<file path="config.mk">
export PLATFORM = sky130hd
export DESIGN_NAME = mult_div_unit_flat
export DESIGN_NICKNAME = d
export VERILOG_FILES = /design/src/rtl/mult_div_unit_if.sv /design/src/rtl/mult_div_unit.sv /design/src/flat_wrapper.sv
export SDC_FILE = /design/constraint.sdc
export NUM_CORES = 1
export LEC_CHECK = 0
export CAP_MARGIN = 20
export CORE_AREA = 2 2 203 205
export DETAILED_ROUTE_END_ITERATION = 7
export DIE_AREA = 0 0 205 207
export HOLD_SLACK_MARGIN = 0.12
export PLACE_DENSITY_LB_ADDON = 0.08
export SYNTH_ARGS = -nofsm -noshare
export SYNTH_HDL_FRONTEND = slang
export SYNTH_SLANG_ARGS = --single-unit
</file>
<file path="constraint.sdc">
create_clock -name clk -period 4.1 [get_ports clk]
set_clock_uncertainty 0.15 [all_clocks]
set_input_delay 0.41 -clock clk [delete_from_list [all_inputs] [get_ports clk]]
set_output_delay 0.41 -clock clk [all_outputs]
set_load 0.02 [all_outputs]
</file>
<file path="src/rtl/mult_div_unit_if.sv">
// rtl/mult_div_unit_if.sv - request, MTHI/MTLO and HI/LO result bundle for the multiply/divide unit
interface mult_div_unit_if #(
  parameter int WIDTH = 32
);
  logic             start;
  logic [1:0]       op;
  logic [WIDTH-1:0] operand0;
  logic [WIDTH-1:0] operand1;
  logic             hi_wren;
  logic             lo_wren;
  logic [WIDTH-1:0] wdata;
  logic             busy;
  logic             done;
  logic [WIDTH-1:0] hi;
  logic [WIDTH-1:0] lo;

  modport master (
    output start, op, operand0, operand1, hi_wren, lo_wren, wdata,
    input  busy, done, hi, lo
  );

  modport slave (
    input  start, op, operand0, operand1, hi_wren, lo_wren, wdata,
    output busy, done, hi, lo
  );
endinterface

</file>
<file path="src/rtl/mult_div_unit.sv">
// rtl/mult_div_unit.sv - iterative 32-cycle multiply/divide unit with HI/LO registers
module mult_div_unit #(
  parameter int WIDTH = 32,
  parameter int CNT_W = 6
) (
  input logic            clk,
  input logic            rst,
  mult_div_unit_if.slave bus
);

  typedef enum logic [1:0] {IDLE, CALC, FIX} state_t;

  localparam logic [1:0] OP_MULT = 2'b00;
  localparam logic [1:0] OP_DIV  = 2'b10;

  state_t             state_q, state_d;
  logic [1:0]         op_q, op_d;
  logic               sign0_q, sign0_d;
  logic               sign1_q, sign1_d;
  logic               dz_q, dz_d;
  logic [WIDTH-1:0]   mag1_q, mag1_d;
  logic [2*WIDTH-1:0] acc_q, acc_d;
  logic [WIDTH:0]     rem_q, rem_d;
  logic [CNT_W-1:0]   cnt_q, cnt_d;
  logic [WIDTH-1:0]   hi_q, hi_d;
  logic [WIDTH-1:0]   lo_q, lo_d;
  logic               busy_q, busy_d;
  logic               done_q, done_d;

  logic               in_signed;
  logic               in_sign0;
  logic               in_sign1;
  logic [WIDTH-1:0]   in_mag0;
  logic [WIDTH-1:0]   in_mag1;
  logic [WIDTH:0]     mul_sum;
  logic [WIDTH+1:0]   div_shift;
  logic [WIDTH+1:0]   div_diff;
  logic [2*WIDTH-1:0] prod;
  logic [WIDTH-1:0]   quo;
  logic [WIDTH-1:0]   rmd;

  // Next-state, datapath step and sign-fix logic for the whole unit
  always_comb begin
    state_d = state_q;
    op_d    = op_q;
    sign0_d = sign0_q;
    sign1_d = sign1_q;
    dz_d    = dz_q;
    mag1_d  = mag1_q;
    acc_d   = acc_q;
    rem_d   = rem_q;
    cnt_d   = cnt_q;
    hi_d    = hi_q;
    lo_d    = lo_q;
    busy_d  = busy_q;
    done_d  = 1'b0;

    // MULT and DIV (op[0]==0) work on magnitudes; the unsigned forms take raw bits
    in_signed = ~bus.op[0];
    in_sign0  = in_signed & bus.operand0[WIDTH-1];
    in_sign1  = in_signed & bus.operand1[WIDTH-1];
    in_mag0   = in_sign0 ? -bus.operand0 : bus.operand0;
    in_mag1   = in_sign1 ? -bus.operand1 : bus.operand1;

    // Multiply: add multiplicand into the upper half when the multiplier LSB is set, then shift right
    mul_sum   = {1'b0, acc_q[2*WIDTH-1:WIDTH]} + {1'b0, (acc_q[0] ? mag1_q : {WIDTH{1'b0}})};

    // Divide: shift the next dividend bit into the remainder; the extra top bit gives the borrow
    div_shift = {rem_q, acc_q[WIDTH-1]};
    div_diff  = div_shift - {2'b00, mag1_q};

    prod = ((op_q == OP_MULT) && (sign0_q ^ sign1_q)) ? -acc_q : acc_q;
    quo  = ((op_q == OP_DIV) && (sign0_q ^ sign1_q)) ? -acc_q[WIDTH-1:0] : acc_q[WIDTH-1:0];
    rmd  = ((op_q == OP_DIV) && sign0_q) ? -rem_q[WIDTH-1:0] : rem_q[WIDTH-1:0];
    // A zero divisor leaves the dividend as remainder; only the quotient needs forcing
    if (dz_q) begin
      quo = {WIDTH{1'b1}};
    end

    case (state_q)
      IDLE: begin
        if (bus.hi_wren) begin
          hi_d = bus.wdata;
        end
        if (bus.lo_wren) begin
          lo_d = bus.wdata;
        end
        if (bus.start) begin
          op_d    = bus.op;
          sign0_d = in_sign0;
          sign1_d = in_sign1;
          dz_d    = (bus.operand1 == {WIDTH{1'b0}});
          mag1_d  = in_mag1;
          acc_d   = {{WIDTH{1'b0}}, in_mag0};
          rem_d   = '0;
          cnt_d   = '0;
          busy_d  = 1'b1;
          state_d = CALC;
        end
      end
      CALC: begin
        cnt_d = cnt_q + 1'b1;
        if (!op_q[1]) begin
          acc_d = {mul_sum, acc_q[WIDTH-1:1]};
        end else if (!div_diff[WIDTH+1]) begin
          rem_d = div_diff[WIDTH:0];
          acc_d = {acc_q[2*WIDTH-1:WIDTH], acc_q[WIDTH-2:0], 1'b1};
        end else begin
          rem_d = div_shift[WIDTH:0];
          acc_d = {acc_q[2*WIDTH-1:WIDTH], acc_q[WIDTH-2:0], 1'b0};
        end
        if (cnt_q == CNT_W'(WIDTH - 1)) begin
          state_d = FIX;
        end
      end
      FIX: begin
        if (!op_q[1]) begin
          hi_d = prod[2*WIDTH-1:WIDTH];
          lo_d = prod[WIDTH-1:0];
        end else begin
          hi_d = rmd;
          lo_d = quo;
        end
        busy_d  = 1'b0;
        done_d  = 1'b1;
        state_d = IDLE;
      end
      default: begin
        state_d = IDLE;
        busy_d  = 1'b0;
      end
    endcase
  end

  // State and result registers; reset aborts any operation in flight
  always_ff @(posedge clk or negedge rst) begin
    if (!rst) begin
      state_q <= IDLE;
      op_q    <= '0;
      sign0_q <= 1'b0;
      sign1_q <= 1'b0;
      dz_q    <= 1'b0;
      mag1_q  <= '0;
      acc_q   <= '0;
      rem_q   <= '0;
      cnt_q   <= '0;
      hi_q    <= '0;
      lo_q    <= '0;
      busy_q  <= 1'b0;
      done_q  <= 1'b0;
    end else begin
      state_q <= state_d;
      op_q    <= op_d;
      sign0_q <= sign0_d;
      sign1_q <= sign1_d;
      dz_q    <= dz_d;
      mag1_q  <= mag1_d;
      acc_q   <= acc_d;
      rem_q   <= rem_d;
      cnt_q   <= cnt_d;
      hi_q    <= hi_d;
      lo_q    <= lo_d;
      busy_q  <= busy_d;
      done_q  <= done_d;
    end
  end

  assign bus.busy = busy_q;
  assign bus.done = done_q;
  assign bus.hi   = hi_q;
  assign bus.lo   = lo_q;

endmodule

</file>
<file path="src/flat_wrapper.sv">
// flat-port wrapper written by rule: the top's interface ports become plain ports
module mult_div_unit_flat 
#(
  parameter int WIDTH = 32,
  parameter int CNT_W = 6
)
  (clk, rst, bus_start, bus_op, bus_operand0, bus_operand1, bus_hi_wren, bus_lo_wren, bus_wdata, bus_busy, bus_done, bus_hi, bus_lo);
  mult_div_unit_if #(.WIDTH(WIDTH)) bus_i ();
  input logic clk;
  input logic rst;
  input wire logic [$bits(bus_i.start)-1:0] bus_start;
  input wire logic [$bits(bus_i.op)-1:0] bus_op;
  input wire logic [$bits(bus_i.operand0)-1:0] bus_operand0;
  input wire logic [$bits(bus_i.operand1)-1:0] bus_operand1;
  input wire logic [$bits(bus_i.hi_wren)-1:0] bus_hi_wren;
  input wire logic [$bits(bus_i.lo_wren)-1:0] bus_lo_wren;
  input wire logic [$bits(bus_i.wdata)-1:0] bus_wdata;
  output wire logic [$bits(bus_i.busy)-1:0] bus_busy;
  output wire logic [$bits(bus_i.done)-1:0] bus_done;
  output wire logic [$bits(bus_i.hi)-1:0] bus_hi;
  output wire logic [$bits(bus_i.lo)-1:0] bus_lo;
  assign bus_i.start = bus_start;
  assign bus_i.op = bus_op;
  assign bus_i.operand0 = bus_operand0;
  assign bus_i.operand1 = bus_operand1;
  assign bus_i.hi_wren = bus_hi_wren;
  assign bus_i.lo_wren = bus_lo_wren;
  assign bus_i.wdata = bus_wdata;
  assign bus_busy = bus_i.busy;
  assign bus_done = bus_i.done;
  assign bus_hi = bus_i.hi;
  assign bus_lo = bus_i.lo;
  mult_div_unit #(.WIDTH(WIDTH), .CNT_W(CNT_W)) u_core (.clk(clk), .rst(rst), .bus(bus_i));
endmodule
</file>
After elaboration in Yosys (flattened, before gate mapping) --
Index checks and enable logic that the tools add are counted.
Storage, ports and cells: register bits after elaboration 208, input bits 103
Operators by class: muxes and demuxes 29, $add $sub $neg 8, reduce and logical (&&, ||, !) cells 16, bitwise gates (word level) 5, eq/ne operators 10
Operators with widths (count):
- 2-to-1 mux 32 bit | 10
- 2-to-1 mux 64 bit | 3
- negation 32 bit | 4
- one-hot mux 32 bit (2 select lines) | 2
- one-hot mux 64 bit (2 select lines) | 1
- 2-to-1 mux 33 bit | 3
- one-hot mux 33 bit (2 select lines) | 1
- negation 64 bit | 1
- subtractor 34 x 32 -> 34 bit | 1
- adder 32 x 32 -> 33 bit | 1
- logical NOT 32 bit | 1
- one-hot mux 6 bit (2 select lines) | 1
- AND reduction 2 bit | 6
- != test 2 bit, second input constant | 4
- adder 6 x 1 -> 6 bit, second input constant | 1
- == test 6 x 5 -> 1 bit, second input constant | 1
- 2-to-1 mux 6 bit | 1
- AND reduction 3 bit | 2
- == test 2 bit, second input constant | 2
- logical NOT 2 bit | 2
- 2-to-1 mux 2 bit | 2
- != test 2 x 1 -> 1 bit, second input constant | 2
- one-hot mux 2 bit (2 select lines) | 1
- nonzero test 2 bit | 2
- other kinds (7) | 13

Depth between registers and ports, before layout --
Gate-level depths: netlist of run 1.
word-level depth 6, mapped depth 14

Worst setup path before layout of run 1 --
Ideal clock, no wire load.
kind flip-flop to flip-flop, from register u_core.acc_q[44], to register u_core.hi_q[27], in the netlist u_core.bus.hi[27], data arrival time 2968 ps, buffers on the path 0, data required time 3873 ps, path slack 905 ps, library setup time 77 ps, stages on the path, launching flop included 10, cell sequence dfrtp_1 > or4_1 > or3_1 > or3_1 > or3_4 > or2_4 > or3_4 > o311ai_2 > o41ai_1 > a21oi_1
On the way: word-level cells in the longest chain between the ends 4
RTL lines:
- start: declaration | line mult_div_unit.sv:22 | logic [2*WIDTH-1:0] acc_q, acc_d;
- start signal: assignment | line mult_div_unit.sv:144 | acc_q <= '0;
- start signal: assignment | line mult_div_unit.sv:158 | acc_q <= acc_d;
- negation 64 bit | line mult_div_unit.sv:72 | prod = ((op_q == OP_MULT) && (sign0_q ^ sign1_q)) ? -acc_q : acc_q;
- 2-to-1 mux 64 bit | line mult_div_unit.sv:72
- 2-to-1 mux 32 bit | line mult_div_unit.sv:117 | if (!op_q[1]) begin
- one-hot mux 32 bit (2 select lines) | line mult_div_unit.sv:80 | case (state_q)
- end signal: assignment | line mult_div_unit.sv:161 | hi_q <= hi_d;
- end: declaration | line mult_div_unit.sv:25 | logic [WIDTH-1:0] hi_q, hi_d;
No other way between the ends. A chain may end at the register's enable or synchronous reset.

Worst setup path in the final report of run 1 --
from register u_core.rem_q[9], to register u_core.rem_q[26]
On the way: word-level cells in the longest chain between the ends 4
RTL lines:
- start: declaration | line mult_div_unit.sv:23 | logic [WIDTH:0] rem_q, rem_d;
- start signal: assignment | line mult_div_unit.sv:159 | rem_q <= rem_d;
- subtractor 34 x 32 -> 34 bit | line mult_div_unit.sv:70 | div_diff = div_shift - {2'b00, mag1_q};
- 2-to-1 mux 33 bit | line mult_div_unit.sv:105 | end else if (!div_diff[WIDTH+1]) begin
- 2-to-1 mux 33 bit | line mult_div_unit.sv:103 | if (!op_q[1]) begin
- one-hot mux 33 bit (2 select lines) | line mult_div_unit.sv:80
No other way between the ends. The select of a mux whose other input is x is not followed.

==> results of run 1 <==
==> state kept, by name (all words and copies together) (netlist names), 2 cells and up <==
name,count
u_core.bus.hi,32
u_core.acc_q,64
u_core.cnt_q,6
u_core.state_q,2
u_core.op_q,2
u_core.rem_q,33
u_core.bus.lo,32
u_core.mag1_q,32
==> worst max-delay path, delay by kind of cell, from the launching register on <==
| family | cells | cell delay, ps |
|---|---|---|
| XOR/XNOR | 1 | 380 |
| flip-flops | 1 | 460 |
| adder cells (fa/ha/maj) | 1 | 440 |
| AO/OA/AOI/OAI | 6 | 1620 |
| AND/OR/NAND/NOR | 2 | 560 |
==> cells in the mapped netlist (41+ instances only) <==
| library cell | count |
|---|---|
| nor2_1 | 138 |
| ha_1 | 69 |
| dfrtp_1 | 208 |
| xnor2_1 | 109 |
| o21ai_0 | 270 |
| nand2_1 | 283 |
| a21oi_1 | 125 |
| mux2i_1 | 53 |
| clkbuf_1 | 109 |
| inv_1 | 71 |
| xor2_1 | 88 |
| nor3_1 | 41 |
==> cell type report <==
type	instances	area (um^2)	area share, %
sequential	208	5210	27.1
clock buffer	38	798	4.15
inverter	73	274	1.42
tap	532	666	3.46
timing repair buffer	225	2150	11.2
clock inverter	13	105	0.546
multi-input combinational	1604	10000	52.2
==> final timing paths <==
kind	startpoint	endpoint	slack, ps	cells past startpoint
min in group asynchronous	rst	u_core.bus.hi[23]$_DFFE_PN0P_	350	2
worst min-delay path	bus_op[1]	u_core.op_q[1]$_DFFE_PN0P_	280	3
worst min register to register	u_core.bus.lo[14]$_DFFE_PN0P_	u_core.bus.lo[14]$_DFFE_PN0P_	330	2
worst max-delay path	u_core.rem_q[9]$_DFFE_PN0P_	u_core.rem_q[26]$_DFFE_PN0P_	360	10
max in group asynchronous	rst	u_core.op_q[1]$_DFFE_PN0P_	2450	3
worst max register to register	u_core.rem_q[9]$_DFFE_PN0P_	u_core.rem_q[26]$_DFFE_PN0P_	360	10
==> metal layers <==
metal	GRT usage, %	vias up	wire, um
li1	-	7449	-
met1	39.3	7376	27000
met2	43.1	471	26600
met3	3.26	106	2970
met4	10.1	0	2410
met5	0	-	0
==> power by group through the flow <==
stage,combinational [mW],sequential (mW),clock [mW]
3_5_place_dp,9.19,3.99,0
5_1_grt,10.2,4.11,2.55
3_3_place_gp,9.16,3.96,0
6_report,9.26,3.98,2.42
4_1_cts,9.23,3.96,2.46
2_1_floorplan,6.28,3.80,0
==> logic make-up (layout without fill, tap and decap cells) <==
kind of cell	after synthesis	after routing	synth area share [%]
AOI/OAI and AO/OA	640	640	24.3
xor gates and xnor gates	197	197	10.8
DFF	208	208	32.7
muxes	55	55	3.47
adders and majority gates	71	71	5.67
buffers and inverters	189	349	4.47
and+or+nand+nor	641	641	18.5
==> stage by stage <==
| stage | util, % | area [um^2] |
|---|---|---|
| 3_3_place_gp | 45.4 | 18300 |
| 6_report | 47.7 | 19200 |
| 4_1_cts | 47.7 | 19200 |
| 3_5_place_dp | 45.4 | 18300 |
| 5_1_grt | 47.7 | 19200 |
| 2_1_floorplan | - | 15900 |
==> cells in the final DEF (no fill, tap or decap), types with 5 or more instances in the layout <==
master           Yosys  routed
nand2_1            283     282
o21ai_0            270     270
dfrtp_1            208     207
clkdlybuf4s50_1      0     167
nor2_1             138     136
a21oi_1            125     125
xnor2_1            109     108
xor2_1              88      88
inv_1               71      71
ha_1                69      69
mux2i_1             53      53
buf_4                0      53
nor3_1              41      41
nand3_1             36      36
o22ai_1             35      35
o31ai_1             34      34
a21o_1              30      30
clkbuf_16            0      28
or3_1               22      22
nand2b_1            18      17
o211ai_1            17      17
nor4_1              15      15
o41ai_1             15      15
nand4_1             14      14
and3_1              14      14
or4_1               14      14
a31oi_1             13      13
a221oi_1            13      13
a211oi_1            12      12
and2_1              11      11
o21a_1              10      10
clkinv_2             0      10
o221ai_1             9       9
o21bai_1            10       9
nor2b_1             10       8
a32oi_1              7       7
clkbuf_8             0       7
or2_2                5       5
==> timing repair <==
| item | in CTS | in global routing |
|---|---|---|
| hold endpoints to repair | 87 | 0 |
| endpoints found under the setup margin | 0 | 0 |
| hold buffers | 1 | 0 |
==> metrics.md, run 1 <==
| Metric | Value |
|---|---|
| Fill count | 4081 |
| Number of DRC markers in iteration 0 | between 1k and 1.5k |
| Post_cts resized | 0 |
| Sw Ratio | 47.8% |
| Status | completed |
| H-tree depth | 1 |
| Cell count after synthesis | 2001 |
| Final hold vios | 0 |
| Slew headroom | 36.0% |
| Antenna violations before repair | 0 |
| Area delta synth->final | 20.9% |
| Mapped Area | 15900 um^2 |
| P_sw | roughly 7.5 mW |
| Clock Power Share | 15.5% |
| Worst hold slack | 282 ps |
| NumNets Final | roughly 2.3k |
| Minimum clock period | around 3700 ps |
| Peak VDD IR | 0.434 mV |
| Die H | 207 um |
| Crit Path Category | reg -> reg |
| Power Internal | ~8.2 mW |
| Post-Layout Cell Count | about 2.7k |
| Antenna-violating nets left | 0 |
| Yosys reg bits | 208 |
| CTS tree | yes |
| Die ar. | 42400 um^2 |
| Vias in the first global route | 15.0k |
| Combinational Power Share | 59.1% |
| Residual overflow from global routing | 0 |
| Count of final setup violators | 0 |
| Post-Place Setup Slack | approximately 430 ps |
| Largest net degree at the start of global routing | 91 |
| Largest cells by area after synthesis | dfrtp_1, o21ai_0, nand2_1 |
| Leakage power | between 8 and 9 nW |
| Die width | 205 um |
| Final Worst Setup Slack | 361 ps |
| Setup repair bufs after CTS | 0 |
| RSZ-0062 raised after global routing | no |
| Clk_lat worst skew | between 500 and 600 ps |
| Hpwl dp | 45.6 mm |
| Total placed cells including tap cells | 2640 |
| Startpoint Class | register |
| I/O pins | 169 |
| Share of cells above drive strength 1 | a little over 6% |
| Arrival time worst endpoint | 4010 ps |
| Residual DRC | 0 |
| Initial Utilization | 39.4% |
| Routed via count | 15.4k |
| Post-synth EDFFs | 0 |
| Crit-path max cell delay | between 500 and 600 ps |
| Final WL | 58.9 mm |
| First-pass GRT wire length | 91.1 mm |
| Crit. End Element | register |
| Final period util | 91.2% |
| RePlAce Congestion | 0.960 |
| CTS Sinks | 208 |
| CP Data Required Time | 4370 ps |
| Final Max Tran Viols | 0 |
| Row cnt | between 70 and 80 |
| Peak Freq | 0.267 GHz |
| Top_reg_cell synth | dfrtp_1 |
| # port buffers | approximately 170 |
| Pwr Density | 814 nW/um^2 |
| Syn Nets | around 2.2k |
| YS warnings | 0 |
| Drt first pass iters | 5 |
| Netlist cell types | 69 |
| Clock Pin Slew Worst Setup and Hold Paths | 60 ps |
| Max_cap viols | 0 |
| Drt wl/cell | 21.9 um |
| Core area | 40400 um^2 |
| Reg power frac | 25.4% |
| Worst hold path type | in -> reg |
| Yosys top cell area share | roughly a third |
| Seq/Total Area, Yosys | 32.7% |
| Final antenna diode count | 0 |
| Async S/R FF share, synth | between 90% and 100% |
| GRT Total Usage | 27.7% |
| Total CTS buffers | 28 |
| Area leader, netlist | dfrtp_1 |
| Critical-path cell list | ha_1 -> a21oi_1 -> o21ai_0 -> nor2b_1 -> a211oi_1 -> o2111ai_1 -> a21oi_1 -> xnor2_2 -> nand2b_1 -> o21ai_0 |
| Overall Power | 15.7 mW |
| CTS Root Cell | clkbuf_16 |
| Clock buffer depth | 3 |
| CP max FO | 10 |
| Synthesized area per cell | 7.96 um^2 |
| Vias/cell | 5.72 |
| Worst-margin pin slew | 958 ps |
| Highest-delay cell along the critical path | a211oi_1 |
| Setup TNS | 0 ps |
Power figures use the tool's default switching activity.
==> inputs of run 2 (changes only) <==
--- a/config.mk
+++ b/config.mk
@@ -6,9 +6,9 @@
 export NUM_CORES = 1
 export LEC_CHECK = 0
 export CAP_MARGIN = 20
-export CORE_AREA = 2 2 203 205
+export CORE_AREA = 2 2 182 184
 export DETAILED_ROUTE_END_ITERATION = 7
-export DIE_AREA = 0 0 205 207
+export DIE_AREA = 0 0 184 186
 export HOLD_SLACK_MARGIN = 0.12
 export PLACE_DENSITY_LB_ADDON = 0.08
 export SYNTH_ARGS = -nofsm -noshare
==> metrics.md, run 2 (synthesized netlist as in run 1, its figures left out) <==
| Metric | Value |
|---|---|
| Status | completed (unchanged) |
| RSZ-0062 raised after global routing | no (unchanged) |
| GR peak layer | met2 (unchanged) |
| Crit-path most repeated cell | o21ai_0 |
| Initial Utilization | 49.4% (was 39.4%) |
| Pwr Density | 822 nW/um^2 (was 814 nW/um^2) |
| Residual overflow from global routing | 0 (unchanged) |
| CP top delay family | compound AO/OA/AOI/OAI gates (unchanged) |
| Clk_lat worst skew | 550 ps (was 570 ps) |
| Count of final setup violators | 0 (unchanged) |
| Antenna-violating nets left | 0 (unchanged) |
| NumNets Final | 2311 (was 2314) |
| Die H | 186 um (was 207 um) |
| Residual DRC | 0 (unchanged) |
| Biggest register | u_core.acc_q (unchanged) |
| Die ar. | 34200 um^2 (was 42400 um^2) |
| Met3 Use GR | 5.17% (was 3.26%) |
| Number of DRC markers in iteration 0 | 1390 (was 1191) |
| Peak VDD IR | 0.372 mV (was 0.434 mV) |
| Routed via count | 15.6k (was 15.4k) |
| GRT Total Usage | 32.4% (was 27.7%) |
| Post_cts resized | 0 (unchanged) |
| WP buf/inv | 0 (unchanged) |
| H-tree depth | 1 (unchanged) |
| Clock Power Share | 16.7% (was 15.5%) |
| Minimum clock period | 3720 ps (was 3740 ps) |
| Largest regs | u_core.acc_q: 64 flops, u_core.rem_q: 33 flops (unchanged) |
| Peak Freq | 0.269 GHz (was 0.267 GHz) |
| Power Internal | 8.37 mW (was 8.17 mW) |
| Max reg flops | 64 (unchanged) |
| Met1 Usage GRT | 43.0% (was 39.3%) |
| Crit Path Category | reg -> reg (unchanged) |
| I/O pins | 169 (unchanged) |
| Setup TNS | 0 ps (unchanged) |
| Crit. End Element | register (unchanged) |
| Slew headroom | 31.1% (was 36.0%) |
| Clock Pin Slew Worst Setup and Hold Paths | 60 ps (about the same) |
| CTS Root Cell | clkbuf_16 (unchanged) |
| Largest net degree at the start of global routing | 88 (was 91) |
| Area delta synth->final | 20.1% (was 20.9%) |
| Final hold vios | 0 (unchanged) |
| Max_cap viols | 0 (unchanged) |
| Highest-delay cell along the critical path | o21ai_0 (was a211oi_1) |
| Worst-margin pin slew | 1030 ps (was 958 ps) |
| Final WL | 55.9 mm (was 58.9 mm) |
| Worst hold path type | in -> reg (unchanged) |
| CP max FO | 11 (was 10) |
| Die width | 184 um (was 205 um) |
| Most frequent cells in the layout | nand2_1, o21ai_0, dfrtp_1 (unchanged) |
| # port buffers | 168 (unchanged) |
| Share of cells above drive strength 1 | 5.89% (was 6.06%) |
| Drt wl/cell | 21.8 um (was 21.9 um) |
| Row cnt | 66 (was 74) |
| Fill count | 2916 (was 4081) |
| Final period util | 90.6% (was 91.2%) |
| Overall Power | 15.7 mW (about the same) |
| P_sw | 7.34 mW (was 7.49 mW) |
| Leakage power | 8.20 nW (about the same) |
| Drt first pass iters | 6 (was 5) |
| Core area | 32200 um^2 (was 40400 um^2) |
| Clock buffer depth | 3 (unchanged) |
| Sw Ratio | 46.7% (was 47.8%) |
| First-pass GRT wire length | 85.3 mm (was 91.1 mm) |
| Combinational Power Share | 57.7% (was 59.1%) |
| Total CTS buffers | 26 (was 28) |
| Arrival time worst endpoint | 3970 ps (was 4010 ps) |
| Vias/cell | 6.08 (was 5.72) |
| CP Data Required Time | 4350 ps (was 4370 ps) |
| Hpwl dp | 43.0 mm (was 45.6 mm) |
| RePlAce Congestion | 0.974 (was 0.960) |
| CTS tree | yes (unchanged) |
| R2r setup slk | 380 ps (was 360 ps) |
| CTS Sinks | 208 (unchanged) |
| Vias in the first global route | 14.8k (was 15.0k) |
| Met2 usage | 51.8% (was 43.1%) |
| Critical-path cell list | ha_1 -> o21ai_0 -> a21oi_1 -> o21ai_0 -> a211oi_1 -> o2111ai_1 -> a21oi_1 -> xnor2_2 -> nand2b_1 -> o21ai_0 (was ha_1 -> a21oi_1 -> o21ai_0 -> nor2b_1 -> a211oi_1 -> o2111ai_1 -> a21oi_1 -> xnor2_2 -> nand2b_1 -> o21ai_0) |
| Finished Core Util | 59.4% (was 47.7%) |
| Commonest non-fill, non-tap cell in the layout | nand2_1 (unchanged) |
| Startpoint Class | register (unchanged) |
| Crit-path max cell delay | 530 ps (was 510 ps) |
| Antenna violations before repair | 2 (was 0) |
| Final Max Tran Viols | 0 (unchanged) |
| Reg power frac | 25.6% (was 25.4%) |
run 2: cell types whose count changed in the layout (fill, tap and decap cells not counted), moves of 2 or more:
cell / change
clkinv_2: -2
clkbuf_8: -5
buf_12: -2
bufinv_16: +6
run 2: layout make-up:
class | count | area [um^2] | share of cell area, %
Inverter | 73 | 274 | 1.43
Timing Repair Buffer | 224 | 2120 | 11.1
Tap cell | 408 | 510 | 2.67
Sequential cell | 208 | 5210 | 27.2
Multi-Input combinational cell | 1604 | 10000 | 52.5
Clock inverter | 17 | 267 | 1.39
Clock buffer | 31 | 701 | 3.66
Antenna cell | 1 | 2.50 | 0.0131
run 2: power groups by stage:
stage	clock network (mW)	logic (mW)	registers, mW
floorplan	0	6.28	3.80
global placement	0	8.84	4.00
detailed placement	0	8.94	4.01
CTS	2.66	8.98	3.99
global route	2.74	9.96	4.13
finish	2.62	9.07	4.02
run 2: final timing paths:
path,from,end,cells after the start
hold / removal,bus_op[1],u_core.op_q[1]$_DFFE_PN0P_,3
setup reg to reg,u_core.rem_q[1]$_DFFE_PN0P_,u_core.rem_q[26]$_DFFE_PN0P_,10
hold reg to reg,u_core.bus.lo[1]$_DFFE_PN0P_,u_core.bus.lo[1]$_DFFE_PN0P_,2
max in group asynchronous,rst,u_core.rem_q[28]$_DFFE_PN0P_,3
min in group asynchronous,rst,u_core.acc_q[61]$_DFFE_PN0P_,2
setup / recovery,u_core.rem_q[1]$_DFFE_PN0P_,u_core.rem_q[26]$_DFFE_PN0P_,10
run 2: tightest hold or removal path, stage by stage:
cell and delay, ps:
clkdlybuf4s50_1 420, nand2_1 60, nand2_1 50
run 2: routing by layer:
| layer | wire length [um] | vias to the layer above |
|---|---|---|
| met5 | 0 | - |
| met4 | 2850 | 0 |
| met3 | 3950 | 125 |
| met2 | 25100 | 620 |
| met1 | 24000 | 7398 |
| li1 | - | 7465 |
run 2: stage by stage:
stage / hold slack [ps] / cells / setup WS, ps / cell area [um^2]
3_5_place_dp: 320 / 2516 / 436 / 18100
4_1_cts: 263 / 2565 / 426 / 19100
3_3_place_gp: 314 / 2516 / 468 / 18100
6_report: 281 / 2566 / 383 / 19100
5_1_grt: 294 / 2565 / 132 / 19100
2_1_floorplan: -35.6 / 2001 / 905 / 15900
run 2: timing repair:
action | CTS | global route
buffers inserted | 0 | 0
hold buffers | 1 | 0
endpoints found under the hold margin | 84 | 0
